`config.mk`:
```
export PLATFORM = sky130hd
export DESIGN_NAME = mem_writer
export DESIGN_NICKNAME = d
export VERILOG_FILES = /design/src/rtl/mem_writer_pkg.sv /design/src/rtl/mem_writer_ram.sv /design/src/rtl/mem_writer.sv
export SDC_FILE = /design/constraint.sdc
export NUM_CORES = 1
export LEC_CHECK = 0
export CAP_MARGIN = 15
export CORE_MARGIN = 1
export CORE_UTILIZATION = 45
export DETAILED_ROUTE_END_ITERATION = 8
export PLACE_DENSITY = 0.58
export SETUP_SLACK_MARGIN = 0.2
export SLEW_MARGIN = 20
export SYNTH_ARGS = -nofsm -noshare
export SYNTH_HDL_FRONTEND = slang
export SYNTH_SLANG_ARGS = --single-unit
```
`constraint.sdc`:
```
create_clock -name clk -period 5.7 [get_ports clk]
set_input_delay 0.855 -clock clk [delete_from_list [all_inputs] [get_ports clk]]
set_output_delay 0.855 -clock clk [all_outputs]
set_load 0.01 [all_outputs]
```
`src/rtl/mem_writer_pkg.sv`:
```
// Shared types and constants for the mem_writer fill engine.
// The CLEAR state is only part of the enum when MEM_WRITER_CLEAR_EN is defined.
package mem_writer_pkg;

   localparam int unsigned WIDTH_DEF  = 4;
   localparam int unsigned DEPTH_DEF  = 256;
   localparam int unsigned ADDR_W_DEF = $clog2(DEPTH_DEF);
   localparam int unsigned CNT_W_DEF  = ADDR_W_DEF + 1;

`ifdef MEM_WRITER_CLEAR_EN
   typedef enum logic [1:0] {
      ST_IDLE  = 2'd0,
      ST_CLEAR = 2'd1,
      ST_WRITE = 2'd2,
      ST_DONE  = 2'd3
   } state_e;
`else
   typedef enum logic [1:0] {
      ST_IDLE  = 2'd0,
      ST_WRITE = 2'd2,
      ST_DONE  = 2'd3
   } state_e;
`endif

endpackage : mem_writer_pkg

```
`src/rtl/mem_writer_ram.sv`:
```
// Simple dual-port storage: one synchronous write port, one registered read port.
// Read-during-write to the same address returns the previous contents.
module mem_writer_ram #(
   parameter int unsigned WIDTH  = 4,
   parameter int unsigned DEPTH  = 256,
   parameter int unsigned ADDR_W = 8
) (
   input  logic              clk,
   input  logic              rst_i,
   input  logic              we_i,
   input  logic [ADDR_W-1:0] wr_addr_i,
   input  logic [WIDTH-1:0]  wr_data_i,
   input  logic [ADDR_W-1:0] rd_addr_i,
   output logic [WIDTH-1:0]  rd_data_o
);

   logic [WIDTH-1:0] mem_q [DEPTH];
   logic [WIDTH-1:0] rd_data_q;

   // Storage array is never reset; contents survive aborted passes.
   always_ff @(posedge clk) begin
      if (we_i) begin
         mem_q[wr_addr_i] <= wr_data_i;
      end
   end

   // Only the read register clears, so rd_data reads 0 straight out of reset.
   always_ff @(posedge clk) begin
      if (rst_i) begin
         rd_data_q <= '0;
      end else begin
         rd_data_q <= mem_q[rd_addr_i];
      end
   end

   assign rd_data_o = rd_data_q;

endmodule : mem_writer_ram

```
`src/rtl/mem_writer.sv`:
```
// Fill engine: on start, accepts DEPTH words through a valid/ready port into RAM.
// Define MEM_WRITER_CLEAR_EN to zero the whole RAM before each pass.
module mem_writer
   import mem_writer_pkg::*;
#(
   parameter int unsigned  WIDTH  = WIDTH_DEF,
   parameter int unsigned  DEPTH  = DEPTH_DEF,
   localparam int unsigned ADDR_W = $clog2(DEPTH),
   localparam int unsigned CNT_W  = ADDR_W + 1
) (
   input  logic              clk,
   input  logic              rst,
   input  logic              start,
   input  logic              in_valid,
   input  logic [WIDTH-1:0]  in_data,
   output logic              in_ready,
   input  logic [ADDR_W-1:0] rd_addr,
   output logic [WIDTH-1:0]  rd_data,
   output logic [CNT_W-1:0]  wr_count,
   output logic              done
);

   localparam logic [ADDR_W-1:0] LAST_ADDR = ADDR_W'(DEPTH - 1);

   state_e             state_q,    state_d;
   logic [ADDR_W-1:0]  wr_addr_q,  wr_addr_d;
   logic [CNT_W-1:0]   wr_count_q, wr_count_d;
   logic               in_ready_q;
   logic               done_q;

   logic               ram_we_c;
   logic [WIDTH-1:0]   ram_wdata_c;

   // Next-state, address/count update and RAM write strobe.
   always_comb begin
      state_d     = state_q;
      wr_addr_d   = wr_addr_q;
      wr_count_d  = wr_count_q;
      ram_we_c    = 1'b0;
      ram_wdata_c = in_data;

      unique case (state_q)
         ST_IDLE, ST_DONE: begin
            if (start) begin
               wr_addr_d  = '0;
               wr_count_d = '0;
`ifdef MEM_WRITER_CLEAR_EN
               state_d    = ST_CLEAR;
`else
               state_d    = ST_WRITE;
`endif
            end
         end
`ifdef MEM_WRITER_CLEAR_EN
         ST_CLEAR: begin
            ram_we_c    = 1'b1;
            ram_wdata_c = '0;
            wr_addr_d   = wr_addr_q + ADDR_W'(1);
            if (wr_addr_q == LAST_ADDR) begin
               state_d = ST_WRITE;
            end
         end
`endif
         ST_WRITE: begin
            if (in_valid && in_ready_q) begin
               ram_we_c   = 1'b1;
               wr_addr_d  = wr_addr_q + ADDR_W'(1);
               wr_count_d = wr_count_q + CNT_W'(1);
               if (wr_addr_q == LAST_ADDR) begin
                  state_d = ST_DONE;
               end
            end
         end
         default: begin
            state_d = ST_IDLE;
         end
      endcase

      // Reset wins over any write attempted in the same cycle.
      if (rst) begin
         ram_we_c = 1'b0;
      end
   end

   // Status flags are registered from the next state so they track state_q exactly.
   always_ff @(posedge clk) begin
      if (rst) begin
         state_q    <= ST_IDLE;
         wr_addr_q  <= '0;
         wr_count_q <= '0;
         in_ready_q <= 1'b0;
         done_q     <= 1'b0;
      end else begin
         state_q    <= state_d;
         wr_addr_q  <= wr_addr_d;
         wr_count_q <= wr_count_d;
         in_ready_q <= (state_d == ST_WRITE);
         done_q     <= (state_d == ST_DONE);
      end
   end

   mem_writer_ram #(
      .WIDTH  (WIDTH),
      .DEPTH  (DEPTH),
      .ADDR_W (ADDR_W)
   ) u_ram (
      .clk       (clk),
      .rst_i     (rst),
      .we_i      (ram_we_c),
      .wr_addr_i (wr_addr_q),
      .wr_data_i (ram_wdata_c),
      .rd_addr_i (rd_addr),
      .rd_data_o (rd_data)
   );

   assign in_ready = in_ready_q;
   assign done     = done_q;
   assign wr_count = wr_count_q;

endmodule : mem_writer

```
Yosys cells after proc, flatten, opt, wreduce, memory -nomap -nowiden
Memories as Yosys holds them, arrays and structs flattened. A register that Yosys moved wholly into a read port is not among the register bits.
Cells that the tools add are included.
{"block": "classes", "addsub": 2, "eq_ne": 7, "n_mux": 15, "n_reduce_logical": 5}
{"op": "two-way mux 9 bit", "count": 2}
{"op": "case mux 9 bit (2 select lines)", "count": 1}
{"op": "two-way mux 8 bit", "count": 2}
{"op": "case mux 8 bit (2 select lines)", "count": 1}
{"op": "adder 9 x 1 -> 9 bit, second input constant", "count": 1}
{"op": "adder 8 x 1 -> 8 bit, second input constant", "count": 1}
{"op": "== test 2 bit, second input constant", "count": 4}
{"op": "== test 8 bit, second input constant", "count": 1}
{"op": "two-way mux 2 bit", "count": 3}
{"op": "two-way mux 1 bit", "count": 5}
{"op": "inequality test 2 bit, second input constant", "count": 2}
{"op": "case mux 2 bit (2 select lines)", "count": 1}
{"op": "AND reduction 3 bit", "count": 1}
{"op": "logical NOT 2 bit", "count": 1}
{"op": "nonzero test 2 bit", "count": 1}
{"op": "OR reduction 2 bit", "count": 1}
{"op": "logical AND 1 bit", "count": 1}
{"block": "totals", "register_bits": 21, "ram_bits": 1024, "in_bits": 16, "elab_cells": 35, "n_memories": 1}
{"memory": "u_ram.mem_q", "depth": 256, "word_bits": 4, "read_ports": 1, "rd_clocked_by_memory_dff": 1, "wr": 1, "line": "mem_writer_ram.sv:17", "rtl": "logic [WIDTH-1:0] mem_q [DEPTH];"}

Depth between registers and ports, before layout
Gate-level depths: netlist (run 1).
{"block": "depth", "word_depth": 6, "depth_mapped": 11, "depth_no_buf": 8}

By module
A second synthesis (run 1) with hierarchy kept.
{"block": "unflattened", "hier_cells": 2237, "area_unflattened_um2": 42149.2}
{"mod": "mem_writer_ram", "instances": 1, "cells_each": 2120, "area_each_um2": 41160.7, "seq_area_each_um2": 30829.6}
{"mod": "mem_writer", "instances": 1, "cells_each": 117, "area_each_um2": 988.4, "seq_area_each_um2": 420.4}

Least setup slack after synthesis (run 1)
OpenSTA, ideal clock, no wires.
{"block": "synth_timing", "path_kind": "input to register", "start": "input rd_addr[0]", "end": "register u_ram.rd_data_q[3], in the netlist u_ram.rd_data_o[3] (read register of u_ram.mem_q)", "setup_time_ps": 121, "t_arrival_ps": 2444, "t_required_ps": 5579, "setup_slack_ps": 3135, "stages": 9, "path_buffers": 4, "cell_sequence": "buf_6 -> buf_12 -> buf_12 -> buf_6 -> mux4_2 -> a221oi_1 -> o21ai_0 -> nand4_1 -> o22ai_1"}
{"element": "start: declaration", "line": "mem_writer.sv:17", "rtl": "input logic [ADDR_W-1:0] rd_addr,"}
{"element": "end: declaration", "line": "mem_writer_ram.sv:18", "rtl": "logic [WIDTH-1:0] rd_data_q;"}

Final worst setup path (run 1)
{"block": "layout_timing", "start": "register state_q[0]", "end": "memory u_ram.mem_q[145][2] (enable)"}
{"block": "layout_between", "elab_chain_len": 5}
{"element": "start: declaration", "line": "mem_writer.sv:25", "rtl": "state_e state_q, state_d;"}
{"element": "start signal: assignment", "line": "mem_writer.sv:94", "rtl": "state_q <= state_d;"}
{"element": "== test 2 bit", "line": "mem_writer.sv:42", "rtl": "unique case (state_q)"}
{"element": "two-way mux 1 bit", "line": "mem_writer.sv:42"}
{"element": "two-way mux 1 bit", "line": "mem_writer.sv:80", "rtl": "if (rst) begin"}
{"element": "two-way mux 1 bit", "line": "mem_writer_ram.sv:22", "rtl": "if (we_i) begin"}
{"element": "two-way mux 1 bit (not written as such)", "line": "mem_writer_ram.sv:23", "rtl": "mem_q[wr_addr_i] <= wr_data_i;"}
{"element": "end: declaration", "line": "mem_writer_ram.sv:17"}
Every way passes these cells.

==> out/results.txt, run 1 <==
post-synthesis xor/xnor area fraction - 0.207%
Syn. warnings - 0
count leader, synth - edfxtp_1
largest net degree at the start of global routing - 147
Post-synth top cells - 1,024 x edfxtp_1, 286 x nor2_1, 145 x mux4_2, 130 x mux2i_1, 74 x nand2_1
outcome - completed
Synth Area in Adders - 0.207%
clock sink count - 1,049
clock insertion delay at the later pin of the skew report - 0.68 ns
area leader, netlist - edfxtp_1
H-tree depth - 3
path type of the worst setup path - register to register
first-pass GRT wire length - 160,000 um
Seq/Total Area, Yosys - 73.9%
CTS root buffer - clkbuf_16
Final Skew - 0.0295 ns
layout cells sized above 1 - 16.1%
dpl hpwl - 67,300 um
Crit Path Max Fanout - 16
sequential share of power - 52.0%
# IOs - 31
worst reg-to-reg setup slack - 1.90 ns
crit path launch type - register
number of flops mapped to enable cells by yosys - 1,024
final hold violation count - 0
DRC - 0
initial antenna violation count - 3
Hold EP - wr_count[1]
CTS resizes - 0
core area - 0.0932 sq mm
register bit total from synthesis - 1,049
r2r worst-path depth - 6
dpl cells - 3,444
# nets final - 2,321
Post-Syn Area - 0.0423 sq mm
crit end category - register
synthesized net count - 2,280
die area - 0.0952 sq mm
Final Cycle Share - 66.7%
Logic pwr share - 4.6%
via count - 22,200
dominant synthesized flop cell - edfxtp_1
Inserted Clock Buffers - 105
asr flop ratio synth - 0%
All-Layer GR Usage - 23.6%
top cells by area, synth - edfxtp_1 73%, mux4_2 7.7%, mux4_1 3.2%, mux2i_1 3.1%, nor2_1 2.5%
worst reg2reg path startpoint - state_q[0]
remaining antenna violation count after routing - 0
Syn Area/Cell - 18.7 sq um
Net Sw Frac - 20.9%
height of the die - 309 um
Post-Synth Simple-Gate Area - 5.26%
max_cap viols - 0
gpl congestion - 0.874
TritonCTS clock tree - done
Sw Pwr - 0.00341 W
Longest Clk Path Bufs - 3
WL/cell - 30.6 um
First DRT Iteration DRCs - 2,349
LEAKAGE - 14.6 nW
RSZ-0062 raised after global routing - false
FMAX - 0.263 GHz
Fin Setup TNS - 0 ns
setup bufs post-CTS - 0
P_int - 0.0129 W
slew margin rel. - 17.6%
wirelength, routed - 111,000 um
top cell type's share of synthesized area - 72.7%
Least-Margin Pin Slew - 1.23 ns
PwrDens - 346 mW/mm^2
clock power share - 43.4%
vias in the first global route - 22,800
Max Transition Viols Final - 0
min-delay src - wr_count[1]
final setup vio count - 0
Mapped Cells - 2,257
Reg clk slew, reported paths - 0.06 ns
Hold WS - 0.500 ns
first-pass detailed-route iteration total - 5
fin crit period - 3.80 ns
compound-gate portion of the synthesized area - 3.75%
combinational family with the most area after synthesis - multiplexers
post-synthesis mux area share - 14.0%
synth unique cells - 75
Hold Crit Class - register to register
Hold Buf Count CTS - 0
Starting Density - 45.4%
Die Span X - 309 um
CP arrival - 4.13 ns
Peak VDD IR - 0.255 mV
gr ovfl total - 0
WP data required - 6.03 ns
DR vias/cell - 6.10
area delta synth->final - 11.4%
port bufs - 30
WHS Path Cells - 2
worst reg2reg endpoint - u_ram.mem_q[145][2]
final std cells w/o fill - 3,640
# rows - 112
## worst max-delay path by stage
stage	to	start
final	u_ram.mem_q[145][2]	state_q[0]
after detailed placement	u_ram.mem_q[145][1]	rst
after global routing	u_ram.mem_q[146][3]	state_q[0]
after CTS	u_ram.mem_q[145][2]	state_q[0]
after global placement	u_ram.rd_data_o[3]	rd_addr[6]
after floorplan	u_ram.rd_data_o[3]	rd_addr[0]
## flip-flops by register name (all words and copies together) (netlist names)
register / count
done: 1
state_q: 2
wr_addr_q: 8
u_ram.mem_q: 1024
wr_count: 9
u_ram.rd_data_o: 4
in_ready: 1
## cells by family after synthesis
logic type | Yosys count
DFF | 1049
and+or+nand+nor | 498
muxes | 327
AOI/OAI and AO/OA | 216
buffers and inverters | 150
xor gates and xnor gates | 10
adders and majority gates | 7
## power by group through the flow
stage / registers (W) / logic [W] / clock network, W
2_1_floorplan: 0.00863 / 0.000425 / 0
3_3_place_gp: 0.00863 / 0.000746 / 0
3_5_place_dp: 0.00863 / 0.000751 / 0
4_1_cts: 0.00847 / 0.000752 / 0.00714
5_1_grt: 0.00847 / 0.000787 / 0.00742
6_report: 0.00847 / 0.000751 / 0.00706
## layout by cell type, fill, tap and decap left out, types with 8 or more instances in the layout
master | netlist | final
nand3_1 | 26 | 22
o221ai_1 | 43 | 43
dfxtp_1 | 25 | 25
a211oi_1 | 9 | 9
clkbuf_16 | 0 | 107
edfxtp_1 | 1024 | 1024
a21oi_1 | 32 | 32
clkinv_1 | 0 | 21
nand2_2 | 0 | 8
or3_1 | 9 | 9
mux4_1 | 51 | 51
nor4_1 | 14 | 14
o32ai_1 | 8 | 8
mux2i_1 | 130 | 130
nor2_1 | 286 | 285
buf_4 | 8 | 34
o22ai_1 | 26 | 26
a22oi_1 | 30 | 30
nand4_1 | 11 | 11
bufinv_16 | 0 | 16
clkinvlp_4 | 0 | 11
nand2_1 | 74 | 66
clkbuf_1 | 56 | 22
and2_1 | 7 | 8
nor3_1 | 25 | 25
mux4_2 | 145 | 145
buf_12 | 13 | 10
clkdlybuf4s50_1 | 0 | 22
clkinv_2 | 0 | 9
inv_1 | 8 | 8
o21ai_0 | 24 | 24
## metrics by stage
| stage | total power, W | area [sq um] | util [%] | setup WS [ns] |
|---|---|---|---|---|
| after floorplan | 0.00906 | 42300 | - | 3.14 |
| after global placement | 0.00938 | 43600 | 46.7 | 1.02 |
| after detailed placement | 0.00938 | 43600 | 46.8 | 1.39 |
| after CTS | 0.0164 | 47100 | 50.5 | 2.03 |
| after global routing | 0.0167 | 47100 | 50.6 | 1.79 |
| final | 0.0163 | 47100 | 50.6 | 1.90 |
## worst max-delay path, cell delays in order (launching register included)
cell,delay [ns]
dfxtp_1,0.33
inv_1,0.06
ha_1,0.29
nand3_1,0.32
nor4b_2,1.08
nand2_1,0.81
nor2_1,0.55
## cell type report
type | count | area, sq um
fillers | 7515 | 46100
flip-flops and latches | 1049 | 31300
multi-input cells | 1058 | 9960
clock buffers | 129 | 2760
well taps | 1254 | 1570
repair buffers | 75 | 788
clock inverters | 64 | 748
inverters | 9 | 33.8
diodes | 2 | 5.00
## metal layers
metal  part of all wire [%]  GRT usage (%)
met1                     41           32.3
met2                     48           37.8
met3                    7.3           4.32
met4                    3.7           9.09
met5                      0              0
Note: power is estimated with default switching activity, not from simulation.
==> run 2: changes to the inputs <==
==> constraint.sdc (replaced) <==
create_clock -name clk -period 3.5 [get_ports clk]
set_input_delay 0.525 -clock clk [delete_from_list [all_inputs] [get_ports clk]]
set_output_delay 0.525 -clock clk [all_outputs]
set_load 0.01 [all_outputs]
==> out/results.txt, run 2 (synthesized netlist as in run 1, its figures left out) <==
outcome - completed
Die Span X - 309 um (unchanged)
grt met2 use - 38.0% (+0.18 points)
area delta synth->final - 12.4%
vias in the first global route - 22,600 (-0.74%)
DR vias/cell - 6.10 (about the same)
busiest grt layer - met2
Max Transition Viols Final - 0 (unchanged)
met3 GRT Util - 4.21% (-0.11 points)
clock insertion delay at the later pin of the skew report - 0.70 ns (+0.02 ns)
path type of the worst setup path - register to register
port bufs - 30 (unchanged)
Starting Density - 45.4% (unchanged)
All-Layer GR Usage - 23.8% (+0.16 points)
Hold Crit Class - primary input to register
largest net degree at the start of global routing - 100 (-32%)
# rows - 112 (unchanged)
die area - 0.0952 sq mm (unchanged)
initial antenna violation count - 8 (+5)
max_cap viols - 0 (unchanged)
min-delay src - in_data[0]
RSZ-0062 raised after global routing - false
Final WS setup - 0.579 ns (-1.32 ns)
First DRT Iteration DRCs - 2,758 (+17%)
most common cell after layout, fill and taps aside - edfxtp_1
Multi-input gate area - 0.00992 sq mm (-0.36%)
crit end category - register
fin crit period - 2.92 ns (-0.882 ns)
first-pass detailed-route iteration total - 5 (unchanged)
height of the die - 309 um (unchanged)
CTS root buffer - clkbuf_16
Hold EP - u_ram.mem_q[243][0]
Hold Buf Count CTS - 0 (unchanged)
core area - 0.0932 sq mm (unchanged)
first-pass GRT wire length - 161,000 um (+0.95%)
# IOs - 31 (unchanged)
PwrDens - 554 mW/mm^2 (+60%)
CP arrival - 3.24 ns (-0.89 ns)
H-tree depth - 3 (unchanged)
WL/cell - 30.1 um (-1.6%)
slew margin rel. - 29.9% (+12 points)
pre-CTS setup slack - 0.251 ns (-1.14 ns)
clock sink count - 1,049 (unchanged)
dpl hpwl - 73,100 um (+8.7%)
remaining antenna violation count after routing - 0 (unchanged)
wirelength, routed - 111,000 um (about the same)
via count - 22,500 (+1.5%)
crit path launch type - register
final setup vio count - 0 (unchanged)
WP data required - 3.82 ns (-2.21 ns)
Final Skew - 0.0344 ns (+0.00488 ns)
layout cells sized above 1 - 17.3% (+1.3 points)
final hold violation count - 0 (unchanged)
r2r worst-path depth - 7 (+1)
Longest Clk Path Bufs - 3 (unchanged)
Final Cycle Share - 83.5% (+17 points)
Inserted Clock Buffers - 107 (+1.9%)
CTS resizes - 0 (unchanged)
gpl congestion - 0.977 (+12%)
Crit Path Max Fanout - 16 (unchanged)
Largest register FFs - 1,024 (unchanged)
Least-Margin Pin Slew - 1.05 ns (-0.184 ns)
Peak VDD IR - 0.422 mV (+65%)
FMAX - 0.342 GHz (+30%)
worst reg2reg path startpoint - state_q[0]
TritonCTS clock tree - done
Layout fillers - 7,443 (-0.96%)
worst reg-to-reg setup slack - 0.58 ns (-1.32 ns)
# nets final - 2,376 (+2.4%)
Fin Setup TNS - 0 ns (unchanged)
Reg clk slew, reported paths - 0.06 ns (about the same)
gr ovfl total - 0 (unchanged)
worst reg2reg endpoint - u_ram.mem_q[114][3]
Util after Layout - 51.0% (+0.42 points)
most frequent cells in the layout - 1,024 x edfxtp_1, 285 x nor2_1, 145 x mux4_2
Biggest register - u_ram.mem_q
LEAKAGE - 14.9 nW (+1.9%)
Overall Power - 0.0263 W (+62%)
met1 Track Usage GR - 33.2% (+0.95 points)
DRC - 0 (unchanged)
register area - 0.0313 sq mm (unchanged)
setup bufs post-CTS - 0 (unchanged)
WHS Path Cells - 1 (-1)
run 2: cell count changes in the layout (fill, tap and decap cells not counted), moves of 3 or more:
cell | previous run | this run
buf_12 | 10 | 19
buf_4 | 34 | 79
bufinv_16 | 16 | 11
clkbuf_1 | 22 | 27
clkinv_1 | 21 | 24
clkinv_2 | 9 | 13
clkinv_8 | 0 | 3
clkinvlp_4 | 11 | 2
nand3_1 | 22 | 26
nand3_2 | 4 | 0
run 2: final cells by class:
cell class	count	share of cell area [%]
clock inverters	60	1.35
flip-flops and latches	1049	65.8
diodes	2	0.0105
clock buffers	136	5.91
repair buffers	128	2.69
inverters	9	0.0711
multi-input cells	1058	20.9
well taps	1254	3.30
run 2: where the power goes:
group	switching [W]	total [W]	internal, W
logic	0.000848	0.00128	0.000435
clock network	0.00474	0.0112	0.00649
registers	0.0000180	0.0138	0.0138
run 2: worst max path at each step:
stage	startpoint	endpoint	slack (ns)	cells past startpoint
2_1_floorplan	state_q[0]	u_ram.mem_q[166][0]	1.20	7
3_3_place_gp	rd_addr[0]	u_ram.rd_data_o[1]	0.22	8
3_5_place_dp	rd_addr[0]	u_ram.rd_data_o[1]	0.25	8
4_1_cts	state_q[0]	u_ram.mem_q[114][1]	0.54	7
5_1_grt	state_q[0]	u_ram.mem_q[114][1]	0.29	7
6_report	state_q[0]	u_ram.mem_q[114][3]	0.58	7
run 2: through the flow:
step	instance area, sq um	hold WS [ns]	cells
2_1_floorplan	42300	0.477	2257
3_3_place_gp	44100	0.488	3498
3_5_place_dp	44100	0.511	3498
4_1_cts	47500	0.324	3694
5_1_grt	47500	0.340	3694
6_report	47500	0.327	3696
run 2: metal layers:
layer  wire, um  share of wire, %
met1      46600                42
met2      53100                48
met5          0                 0
met4       3660               3.3
met3       7910               7.1
run 2: worst max-delay path, cell delays in order (launching register included):
cell and delay, ns:
dfxtp_1 0.33, inv_1 0.06, ha_1 0.29, nand3_1 0.29, nor4b_1 0.35, buf_4 0.18, nand2_1 0.48, nor2_1 0.58
==> run 3: changes to the inputs <==
--- a/config.mk
+++ b/config.mk
@@ -9,7 +9,7 @@
 export CORE_MARGIN = 1
 export CORE_UTILIZATION = 45
 export DETAILED_ROUTE_END_ITERATION = 8
-export PLACE_DENSITY = 0.58
+export PLACE_DENSITY = 0.6
 export SETUP_SLACK_MARGIN = 0.2
 export SLEW_MARGIN = 20
 export SYNTH_ARGS = -nofsm -noshare
==> constraint.sdc (replaced) <==
create_clock -name clk -period 2.6 [get_ports clk]
set_input_delay 0.39 -clock clk [delete_from_list [all_inputs] [get_ports clk]]
set_output_delay 0.39 -clock clk [all_outputs]
set_load 0.01 [all_outputs]
==> out/results.txt, run 3 (synthesized netlist as in run 1, its figures left out) <==
# rows - 112 (unchanged)
origin of the worst setup path - u_ram.mem_q[101][0]
Final WS setup - 0.325 ns (-0.254 ns)
worst path bufs/invs - 1 (-1)
CP arrival - 2.84 ns (-0.40 ns)
final hold violation count - 0 (unchanged)
Fin Setup TNS - 0 ns (unchanged)
fin crit period - 2.28 ns (-0.646 ns)
layout cells sized above 1 - 28.8% (+11 points)
# diodes - 0 (-2)
# IOs - 31 (unchanged)
final setup vio count - 0 (unchanged)
Least-Margin Pin Slew - 0.753 ns (-0.295 ns)
worst reg-to-reg setup slack - 0.32 ns (-0.25 ns)
Hold Buf Count CTS - 0 (unchanged)
CP Depth - 7 (unchanged)
Longest Clk Path Bufs - 3 (unchanged)
worst reg2reg endpoint - u_ram.rd_data_o[0]
# nets final - 2,687 (+13%)
TritonCTS clock tree - done
DRC - 0 (unchanged)
r2r worst-path depth - 7 (unchanged)
setup bufs post-CTS - 0 (unchanged)
initial antenna violation count - 3 (-5)
pre-CTS setup slack - -0.417 ns (-0.669 ns)
Hold Crit Class - primary input to register
WL/cell - 27.9 um (-7.4%)
max_cap viols - 0 (unchanged)
area delta synth->final - 18.7%
Util after Layout - 53.9% (+2.9 points)
dpl cells - 3,811 (+8.9%)
Final Cycle Share - 87.5% (+4.1 points)
Peak VDD IR - 0.493 mV (+17%)
First DRT Iteration DRCs - 2,390 (-13%)
Crit Path Max Fanout - 1 (-15)
DR vias/cell - 5.82 (-4.6%)
via count - 23,300 (+3.5%)
LEAKAGE - 16.6 nW (+11%)
CP Cell Sequence - mux4_1 > and2_1 > a2111oi_0 > buf_4 > nor4_1 > nand4_1 > o22ai_1
H-tree depth - 3 (unchanged)
delay-heaviest family, CP - compound AO/OA/AOI/OAI gates
worst setup path end - u_ram.rd_data_o[0]
height of the die - 309 um (unchanged)
crit path launch type - register
gr ovfl total - 0 (unchanged)
Die Span X - 309 um (unchanged)
clock insertion delay at the later pin of the skew report - 0.69 ns (about the same)
worst reg2reg path startpoint - u_ram.mem_q[101][0]
port bufs - 30 (unchanged)
dpl hpwl - 76,000 um (+3.9%)
Starting Density - 45.4% (unchanged)
remaining antenna violation count after routing - 0 (unchanged)
final std cells w/o fill - 4,010 (+8.5%)
wirelength, routed - 112,000 um (+0.45%)
crit end category - register
Inserted Clock Buffers - 105 (-1.9%)
gpl congestion - 1.01 (+3.7%)
path type of the worst setup path - register to register
PwrDens - 698 mW/mm^2 (+26%)
CTS resizes - 12 (+12)
vias in the first global route - 24,000 (+6.4%)
Largest register FFs - 1,024 (unchanged)
Max Transition Viols Final - 0 (unchanged)
Biggest register - u_ram.mem_q
RSZ-0062 raised after global routing - false
slew margin rel. - 49.8% (+20 points)
most frequent cells in the layout - 1,024 x edfxtp_1, 367 x buf_4, 235 x nor2_1
die area - 0.0952 sq mm (unchanged)
most common cell after layout, fill and taps aside - edfxtp_1
Reg clk slew, reported paths - 0.06 ns (about the same)
Final Skew - 0.0218 ns (-0.0126 ns)
first-pass GRT wire length - 164,000 um (+1.4%)
slowest CP cell - mux4_1
CTS root buffer - clkbuf_16
core area - 0.0932 sq mm (unchanged)
first-pass detailed-route iteration total - 5 (unchanged)
largest net degree at the start of global routing - 73 (-27%)
Crit path largest cell delay - 0.60 ns (+0.02 ns)
outcome - completed
FMAX - 0.439 GHz (+28%)
clock sink count - 1,049 (unchanged)
All-Layer GR Usage - 23.9% (+0.15 points)
WP data required - 3.16 ns (-0.66 ns)
## run 3: worst min-delay path by stage
stage	startpoint	to	slack, ns	depth (start not counted)
after floorplan	wr_addr_q[1]	wr_addr_q[1]	0.48	2
after global placement	wr_count[1]	wr_count[1]	0.48	2
after detailed placement	wr_count[1]	wr_count[1]	0.49	2
after CTS	in_data[0]	u_ram.mem_q[193][0]	0.15	1
after global routing	in_data[0]	u_ram.mem_q[163][0]	0.16	1
final	in_data[0]	u_ram.mem_q[195][0]	0.17	1
## run 3: area by class of cell
type                       instances  area, sq um
tap                             1254         1570
clock buffer                     131         2750
timing repair buffer             441         3940
clock inverter                    68          596
sequential                      1049        31300
fill                            7284        43000
multi-input combinational       1058        10100
inverter                           9         33.8
## run 3: metrics by stage
stage | total power [W] | instance area (sq um) | hold slack, ns
after detailed placement | 0.0208 | 46700 | 0.491
after floorplan | 0.0199 | 42300 | 0.477
after global routing | 0.0360 | 50200 | 0.161
after CTS | 0.0353 | 50100 | 0.148
final | 0.0351 | 50200 | 0.173
after global placement | 0.0208 | 46700 | 0.477
## run 3: layer usage
| layer | global-route usage, % | share of wire [%] |
|---|---|---|
| met1 | 32.2 | 40 |
| met3 | 4.31 | 7.4 |
| met5 | 0 | 0 |
| met4 | 8.70 | 3.8 |
| met2 | 39.1 | 48 |
## run 3: power breakdown
part	leakage (nW)	total, W	switching [W]	internal, W
Combinational	5.56	0.00190	0.00116	0.000740
Sequential	9.40	0.0186	0.0000236	0.0186
Clock	1.64	0.0146	0.00635	0.00822
